File: src/rtl/vga_sync_receiver.sv
// vga_sync_receiver: sink for the VGA timing stream (hsync/vsync/blank_n).
// Recovers visible-pixel coordinates and measures line and frame periods.
// Acquires lock over two frames and counts timing errors.
//
//   state  | meaning
//   -------+------------------------------------------------------------
//   SEARCH | waiting for a vsync leading edge to start a measurement
//   ALIGN  | one frame under observation; every line must be H_TOTAL
//   LOCKED | timing tracked; bad lines/frames are reported as lineErr
module vga_sync_receiver #(
  parameter int unsigned H_TOTAL   = 800,
  parameter int unsigned V_TOTAL   = 525,
  parameter bit          HS_ACTIVE = 1'b0,
  parameter bit          VS_ACTIVE = 1'b0
) (
  input  logic       CLOCK_50,
  input  logic       resetn,
  input  logic       pixEn,
  input  logic       vgaHs,
  input  logic       vgaVs,
  input  logic       vgaBlankN,
  output logic [9:0] xOrd,
  output logic [9:0] yOrd,
  output logic       pixValid,
  output logic       locked,
  output logic       lineErr,
  output logic       frameDone,
  output logic [9:0] hTotalMeas,
  output logic [9:0] vTotalMeas,
  output logic [7:0] errCount
);

  typedef enum logic [1:0] {
    SEARCH = 2'd0,
    ALIGN  = 2'd1,
    LOCKED = 2'd2
  } state_e;

  localparam logic [10:0] H_TOT_L = 11'(H_TOTAL);
  localparam logic [10:0] V_TOT_L = 11'(V_TOTAL);
  localparam logic [9:0]  CNT_MAX = 10'h3FF;

  state_e     state_q, state_d;
  logic       hs_prev_q, hs_prev_d;
  logic       vs_prev_q, vs_prev_d;
  logic [9:0] hcnt_q, hcnt_d;
  logic [9:0] vcnt_q, vcnt_d;
  logic [9:0] h_total_q, h_total_d;
  logic [9:0] v_total_q, v_total_d;
  logic [9:0] x_run_q, x_run_d;
  logic [9:0] y_run_q, y_run_d;
  logic       line_vis_q, line_vis_d;
  logic [9:0] x_ord_q, x_ord_d;
  logic [9:0] y_ord_q, y_ord_d;
  logic [7:0] err_cnt_q, err_cnt_d;
  logic       pix_valid_q, pix_valid_d;
  logic       line_err_q, line_err_d;
  logic       frame_done_q, frame_done_d;

  logic        hs_edge, vs_edge, h_lost, h_bad, v_bad;
  logic [10:0] h_len, v_len;
  logic [9:0]  x_base, y_base;

  // Leading-edge detection and period measurement, qualified by the pixel strobe.
  always_comb begin
    hs_edge = pixEn && (vgaHs == HS_ACTIVE) && (hs_prev_q != HS_ACTIVE);
    vs_edge = pixEn && (vgaVs == VS_ACTIVE) && (vs_prev_q != VS_ACTIVE);
    h_len   = {1'b0, hcnt_q} + 11'd1;
    // An hsync on the vsync sample still belongs to the frame that is ending.
    v_len   = {1'b0, vcnt_q} + {10'd0, hs_edge};
    h_bad   = (h_len != H_TOT_L);
    v_bad   = (v_len != V_TOT_L);
    // Fires once, on the strobe where the line counter reaches saturation.
    h_lost  = pixEn && !hs_edge && (hcnt_q == CNT_MAX - 10'd1);
    x_base  = hs_edge ? 10'd0 : x_run_q;
    if (vs_edge)
      y_base = 10'd0;
    else if (hs_edge && line_vis_q)
      y_base = y_run_q + 10'd1;
    else
      y_base = y_run_q;
  end

  // Datapath next-state: counters, measurements and coordinates.
  always_comb begin
    hs_prev_d  = hs_prev_q;
    vs_prev_d  = vs_prev_q;
    hcnt_d     = hcnt_q;
    vcnt_d     = vcnt_q;
    h_total_d  = h_total_q;
    v_total_d  = v_total_q;
    x_run_d    = x_run_q;
    y_run_d    = y_run_q;
    line_vis_d = line_vis_q;
    x_ord_d    = x_ord_q;
    y_ord_d    = y_ord_q;
    if (pixEn) begin
      hs_prev_d = vgaHs;
      vs_prev_d = vgaVs;
      if (hs_edge) begin
        h_total_d = h_len[9:0];
        hcnt_d    = 10'd0;
      end else if (hcnt_q != CNT_MAX) begin
        hcnt_d = hcnt_q + 10'd1;
      end
      if (vs_edge) begin
        v_total_d = v_len[9:0];
        vcnt_d    = 10'd0;
      end else if (hs_edge && vcnt_q != CNT_MAX) begin
        vcnt_d = vcnt_q + 10'd1;
      end
      x_run_d    = x_base;
      y_run_d    = y_base;
      line_vis_d = (hs_edge ? 1'b0 : line_vis_q) | vgaBlankN;
      if (vgaBlankN) begin
        x_ord_d = x_base;
        y_ord_d = y_base;
        x_run_d = x_base + 10'd1;
      end
    end
  end

  // Lock state machine: next-state decision.
  always_comb begin
    state_d = state_q;
    case (state_q)
      SEARCH: if (vs_edge) state_d = ALIGN;
      ALIGN: begin
        if (hs_edge && h_bad)
          state_d = SEARCH;
        else if (vs_edge)
          state_d = v_bad ? SEARCH : LOCKED;
      end
      LOCKED: if ((vs_edge && v_bad) || h_lost) state_d = SEARCH;
      default: state_d = SEARCH;
    endcase
  end

  // Lock state machine: pulses and error accounting, only while locked.
  always_comb begin
    pix_valid_d  = 1'b0;
    line_err_d   = 1'b0;
    frame_done_d = 1'b0;
    err_cnt_d    = err_cnt_q;
    if (state_q == LOCKED) begin
      line_err_d   = (hs_edge && h_bad) || (vs_edge && v_bad) || h_lost;
      frame_done_d = vs_edge && (state_d == LOCKED);
      pix_valid_d  = pixEn && vgaBlankN && (state_d == LOCKED);
      if (line_err_d && err_cnt_q != 8'hFF)
        err_cnt_d = err_cnt_q + 8'd1;
    end
  end

  // State register.
  always_ff @(posedge CLOCK_50 or negedge resetn) begin
    if (!resetn) state_q <= SEARCH;
    else         state_q <= state_d;
  end

  // Datapath and output registers; held values come from the _d logic when pixEn=0.
  always_ff @(posedge CLOCK_50 or negedge resetn) begin
    if (!resetn) begin
      hs_prev_q    <= ~HS_ACTIVE;
      vs_prev_q    <= ~VS_ACTIVE;
      hcnt_q       <= '0;
      vcnt_q       <= '0;
      h_total_q    <= '0;
      v_total_q    <= '0;
      x_run_q      <= '0;
      y_run_q      <= '0;
      line_vis_q   <= 1'b0;
      x_ord_q      <= '0;
      y_ord_q      <= '0;
      err_cnt_q    <= '0;
      pix_valid_q  <= 1'b0;
      line_err_q   <= 1'b0;
      frame_done_q <= 1'b0;
    end else begin
      hs_prev_q    <= hs_prev_d;
      vs_prev_q    <= vs_prev_d;
      hcnt_q       <= hcnt_d;
      vcnt_q       <= vcnt_d;
      h_total_q    <= h_total_d;
      v_total_q    <= v_total_d;
      x_run_q      <= x_run_d;
      y_run_q      <= y_run_d;
      line_vis_q   <= line_vis_d;
      x_ord_q      <= x_ord_d;
      y_ord_q      <= y_ord_d;
      err_cnt_q    <= err_cnt_d;
      pix_valid_q  <= pix_valid_d;
      line_err_q   <= line_err_d;
      frame_done_q <= frame_done_d;
    end
  end

  assign xOrd       = x_ord_q;
  assign yOrd       = y_ord_q;
  assign pixValid   = pix_valid_q;
  assign locked     = (state_q == LOCKED);
  assign lineErr    = line_err_q;
  assign frameDone  = frame_done_q;
  assign hTotalMeas = h_total_q;
  assign vTotalMeas = v_total_q;
  assign errCount   = err_cnt_q;

endmodule

File: config.mk
export PLATFORM = sky130hd
export DESIGN_NAME = vga_sync_receiver
export DESIGN_NICKNAME = d
export VERILOG_FILES = /design/src/rtl/vga_sync_receiver.sv
export SDC_FILE = /design/constraint.sdc
export NUM_CORES = 1
export LEC_CHECK = 0
export CAP_MARGIN = 25
export CORE_ASPECT_RATIO = 2
export CORE_UTILIZATION = 55
export DETAILED_ROUTE_END_ITERATION = 16
export PLACE_DENSITY = 0.79
export SLEW_MARGIN = 30
export SYNTH_ARGS = -nofsm -noshare
export SYNTH_HDL_FRONTEND = slang
export SYNTH_SLANG_ARGS = --single-unit
File: constraint.sdc
create_clock -name CLOCK_50 -period 5.1 [get_ports CLOCK_50]
set_input_delay 1.275 -clock CLOCK_50 [delete_from_list [all_inputs] [get_ports CLOCK_50]]
set_output_delay 1.275 -clock CLOCK_50 [all_outputs]
set_load 0.05 [all_outputs]
-- Word-level counts from Yosys, hierarchy flattened
Cells that the tools add are included.
- RAM bits: 0
- memories kept: 0
- register bits: 96
- input port bits: 6
- logic and storage cells: 80
- latch bits: 0
- memory bits (read-only): 0
- reduce and logical (&&, ||, !) cells: 27
- mux-type cells: 18
- equal/unequal tests: 9
- shift-type cells: 0
- add/subtract/negate cells: 7
- magnitude comparators: 0
- div/mod/pow operators: 0
- bitwise gates (word level): 3
- multipliers: 0
- operators with widths (kind ; count):
    2-to-1 mux 10 bit ; 8
    adder 10 x 1 -> 10 bit, second input constant ; 4
    != test 11 x 10 -> 1 bit, second input constant ; 2
    != test 10 bit, second input constant ; 2
    logical AND 1 bit ; 14
    AND reduction 2 bit ; 6
    adder 10 x 1 -> 11 bit ; 1
    adder 10 x 1 -> 11 bit, second input constant ; 1
    equality test 10 bit, second input constant ; 1
    2-to-1 mux 2 bit ; 5
    adder 8 x 1 -> 8 bit, second input constant ; 1
    != test 8 bit, second input constant ; 1
    one-hot mux 2 bit (3 select lines) ; 1
    equality test 2 bit, second input constant ; 2
    2-to-1 mux 1 bit ; 4
    nonzero test 2 bit ; 2
    logical OR 1 bit ; 3
    equality test 2 x 1 -> 1 bit, second input constant ; 1
    logical NOT 2 bit ; 1
    inverter 1 bit ; 2
    logical NOT 1 bit ; 1
    bitwise OR 1 bit ; 1

-- Longest topological paths before layout
- depth after elaboration: 12
- gate-level depth with buffers: 15

-- Worst setup path after synthesis
No wires, ideal clock.
- path type: in2reg
- start point: in pixEn
- end point: reg err_cnt_q[1], in the netlist errCount[1]
- library setup time: 0.125 ns
- setup slack: 0.347 ns
- arrival: 4.628 ns
- buffers on the path: 3
- required time: 4.975 ns
- stages on the path: 15
- cell sequence: clkbuf_1 > nand2_1 > or2_2 > clkbuf_1 > inv_1 > buf_1 > ha_1 > ha_1 > inv_1 > or2_1 > or4b_1 > a21o_1 > o31ai_4 > a211oi_2 > mux2_4
- longest elaborated chain between the ends: 9
- elaborated cells between the ends (all ways): 15
- ends and longest elaborated chain (element ; RTL line ; RTL):
    start: declaration ; 18 ; input logic pixEn,
    logical AND 1 bit (2 in a row) ; 66 ; hs_edge = pixEn && (vgaHs == HS_ACTIVE) && (hs_prev_q != HS_ACTIVE);
    adder 10 x 1 -> 11 bit ; 70 ; v_len = {1'b0, vcnt_q} + {10'd0, hs_edge};
    != test 11 x 10 -> 1 bit ; 72 ; v_bad = (v_len != V_TOT_L);
    logical AND 1 bit ; 146 ; line_err_d = (hs_edge && h_bad) || (vs_edge && v_bad) || h_lost;
    logical OR 1 bit ; 146 ;
    logical OR 1 bit (*) ; 146 ;
    logical AND 1 bit (*) ; 149 ; if (line_err_d && err_cnt_q != 8'hFF)
    AND reduction 2 bit (no source line) (*) ; -- ;
    end signal: assignment ; 190 ; err_cnt_q <= err_cnt_d;
    end: declaration ; 55 ; logic [7:0] err_cnt_q, err_cnt_d;
Mark *: on every way between the ends. The rest lies on a longest branch, timed or not.
A chain may end at the register's enable or synchronous reset.

-- Final worst setup path
Ends and elaborated chain as after synthesis.

==> metrics <==
hold endpoint=xOrd[9]; pre-CTS WS=0.3376 ns; Worst Hold Class=flip-flop to flip-flop; Clock Skew=0.003527 ns; largest net degree at the start of global routing=67; row count=46; crit path max fanout=9; via density per instance=5.607; Initial Utilization=0.5733; Syn-to-layout area delta=20.24%; number of diodes=0; gr usage total=0.2478; Setup TNS=0 ns; CTS tree=done; Hold Path Stages=2; Req. time, crit path=5.33 ns; status=complete, no violations; Num CTS Buffers=9; Lkg Pwr=2.439 nW; pwr dens=402.1 nW/um^2; Synth top area share=0.5128; reg2reg path depth=12; Placer Congestion=0.9158; Total Power=0.002217 W; Final Cycle Share=0.8687; Peak VDD IR=0.2100 mV; yosys warns=0; Final ANT Viol Nets=0; pins over their slew limit=0; Reg2Reg Launch Point=hs_prev_q; fill count=647; # IOs=58; initial antenna violation count=0; Post-CTS Resized=0; CTS Root Cell=clkbuf_16; clock sinks=96; register area share after synthesis=0.5243; Critical R2R Capture=errCount[1]; Chip Width=66.58 um; CORE AREA=8000 sq um; number of synthesized flops with an enable pin=0; GR Overflow Total=0; kind of critical path=input port to flip-flop; clk buf depth=2; DR WL/cell=15.36 um; syn_area_per_cell=9.497 sq um; Startpoint Class=input port; hold path startpoint=xOrd[9]; Synthesized Nets=497; number of synthesized register bits=96; Post-CTS Setup Bufs=0; Worst EP arrival=4.66 ns; share of cells above drive strength 1=0.06015; most common library cells after synthesis=94 x dfrtp_1, 94 x nand2_1, 48 x nor2_1; drt first pass iters=4; Worst-Margin Slew=0.8028 ns; area of the die=8731 sq um; Fin. Hold Viols=0; first-pass GRT wire length=16.47 mm; Max Clk Rate=225.7 MHz; post-synth top area cell=dfrtp_1; Total Nets Final=543; Synth Instances=483; RSZ-0062 raised after global routing=false; initial DRC count=216; fin crit period=4.430 ns; setup violators final=0; placed inst area=5206 sq um; Routed WL=9.643 mm; Skew-Pair Late Insertion Delay=0.34 ns; critical path launch point=pixEn; Die Y-Extent=131.2 um; worst setup margin=0.6695 ns; vias in the first global route=3,610; Final Cell Area=5515 sq um; Clock transition at path regs=0.06 ns; Post-DP HPWL=6.962 mm; CTS hold repair buffers=0; Crit. End Element=flip-flop; drt drc=0; H-tree levels=3; asr flop ratio synth=1.000; via count=3,521; Mapped Area=4587 sq um; MaxCap Viol Count=0; R2R Setup Slk=1.63 ns; Synth area leaders=dfrtp_1 51%, nand2_1 7.7%, xor2_1 6.3%; multi-input logic area=2038 sq um; buffers added on ports=57; slew margin rel.=0.4648; register area=2405 sq um; Synth Flop Type=dfrtp_1; Distinct cells, synth=46
logic make-up (layout without fill, tap and decap cells):
kind of cell,Yosys count,count (layout),share of synthesized area
buf+inv,37,86,0.03300
fa+ha+maj,8,8,0.02182
mux,7,7,0.01746
simple gates,220,220,0.2196
flops,96,96,0.5243
compound gates,64,64,0.08647
xor+xnor,51,51,0.09738
worst max-delay path: stages:
cell and delay (ns):
clkdlybuf4s50_1 0.53, nand2_1 0.06, or2_2 0.28, inv_1 0.08
ha_1 0.19, ha_1 0.27, inv_1 0.05, or2_1 0.27
or4b_1 0.48, a21o_1 0.21, o31ai_4 0.46, a211oi_2 0.17
mux2_4 0.32
layout make-up:
| type | instances | share of cell area |
|---|---|---|
| clock buffers | 9 | 0.04083 |
| clock inverters | 5 | 0.01520 |
| inverters | 10 | 0.006806 |
| multi-input cells | 350 | 0.3696 |
| flip-flops and latches | 96 | 0.4360 |
| well taps | 96 | 0.02178 |
| repair buffers | 62 | 0.1098 |
registers in the layout, indices dropped and copies added (netlist names):
register / count
lineErr: 1
hcnt_q: 10
hs_prev_q: 1
pixValid: 1
frameDone: 1
x_run_q: 10
vcnt_q: 10
y_run_q: 10
vTotalMeas: 10
yOrd: 10
state_q: 2
errCount: 8
xOrd: 10
hTotalMeas: 10
line_vis_q: 1
vs_prev_q: 1
metrics by stage:
step                      std cells  hold slack, ns  utilization
after floorplan                 483          0.4269            -
after global placement          614          0.4498       0.6505
after detailed placement        614          0.4593       0.6508
after CTS                       628          0.4731       0.6894
after global routing            628          0.4888       0.6894
final                           628          0.4670       0.6894
routing by layer:
layer,vias up,GRT usage,routed length [um]
met3,25,0.05122,273
met2,73,0.4214,5352
li1,1715,-,-
met5,-,0,0
met1,1708,0.2792,3746
met4,0,0.1312,269
placed cells by master (no fill, tap or decap), drive strengths merged, types with 3 or more instances in the layout:
| cell type | synthesis | layout |
|---|---|---|
| ha | 8 | 8 |
| nor2 | 48 | 48 |
| and3 | 3 | 3 |
| xor2 | 33 | 33 |
| a211oi | 4 | 4 |
| clkbuf | 22 | 9 |
| clkdlybuf4s50 | 0 | 56 |
| nor4b | 3 | 3 |
| nand2b | 4 | 4 |
| nand4 | 14 | 14 |
| and2 | 6 | 6 |
| nand3 | 22 | 22 |
| nor3 | 9 | 9 |
| nand2 | 94 | 94 |
| mux2 | 5 | 5 |
| inv | 10 | 10 |
| or3 | 8 | 8 |
| o31ai | 11 | 11 |
| a21oi | 15 | 15 |
| dfrtp | 94 | 94 |
| buf | 5 | 6 |
| xnor2 | 18 | 18 |
| o21ai | 26 | 26 |
worst max path at each step:
stage,endpoint,slack [ns],depth (start not counted)
5_1_grt,errCount[1],0.51,13
3_5_place_dp,errCount[1],0.34,13
2_1_floorplan,errCount[1],0.35,15
4_1_cts,errCount[1],0.68,13
3_3_place_gp,errCount[1],0.36,13
6_report,errCount[1],0.67,13
power by group:
group	internal (W)	switching, W
registers	0.000865	0.0000999
clock network	0.000424	0.000278
logic	0.000192	0.000358
total	0.00148	0.000735
No activity file was read; power rests on OpenSTA's default activity.
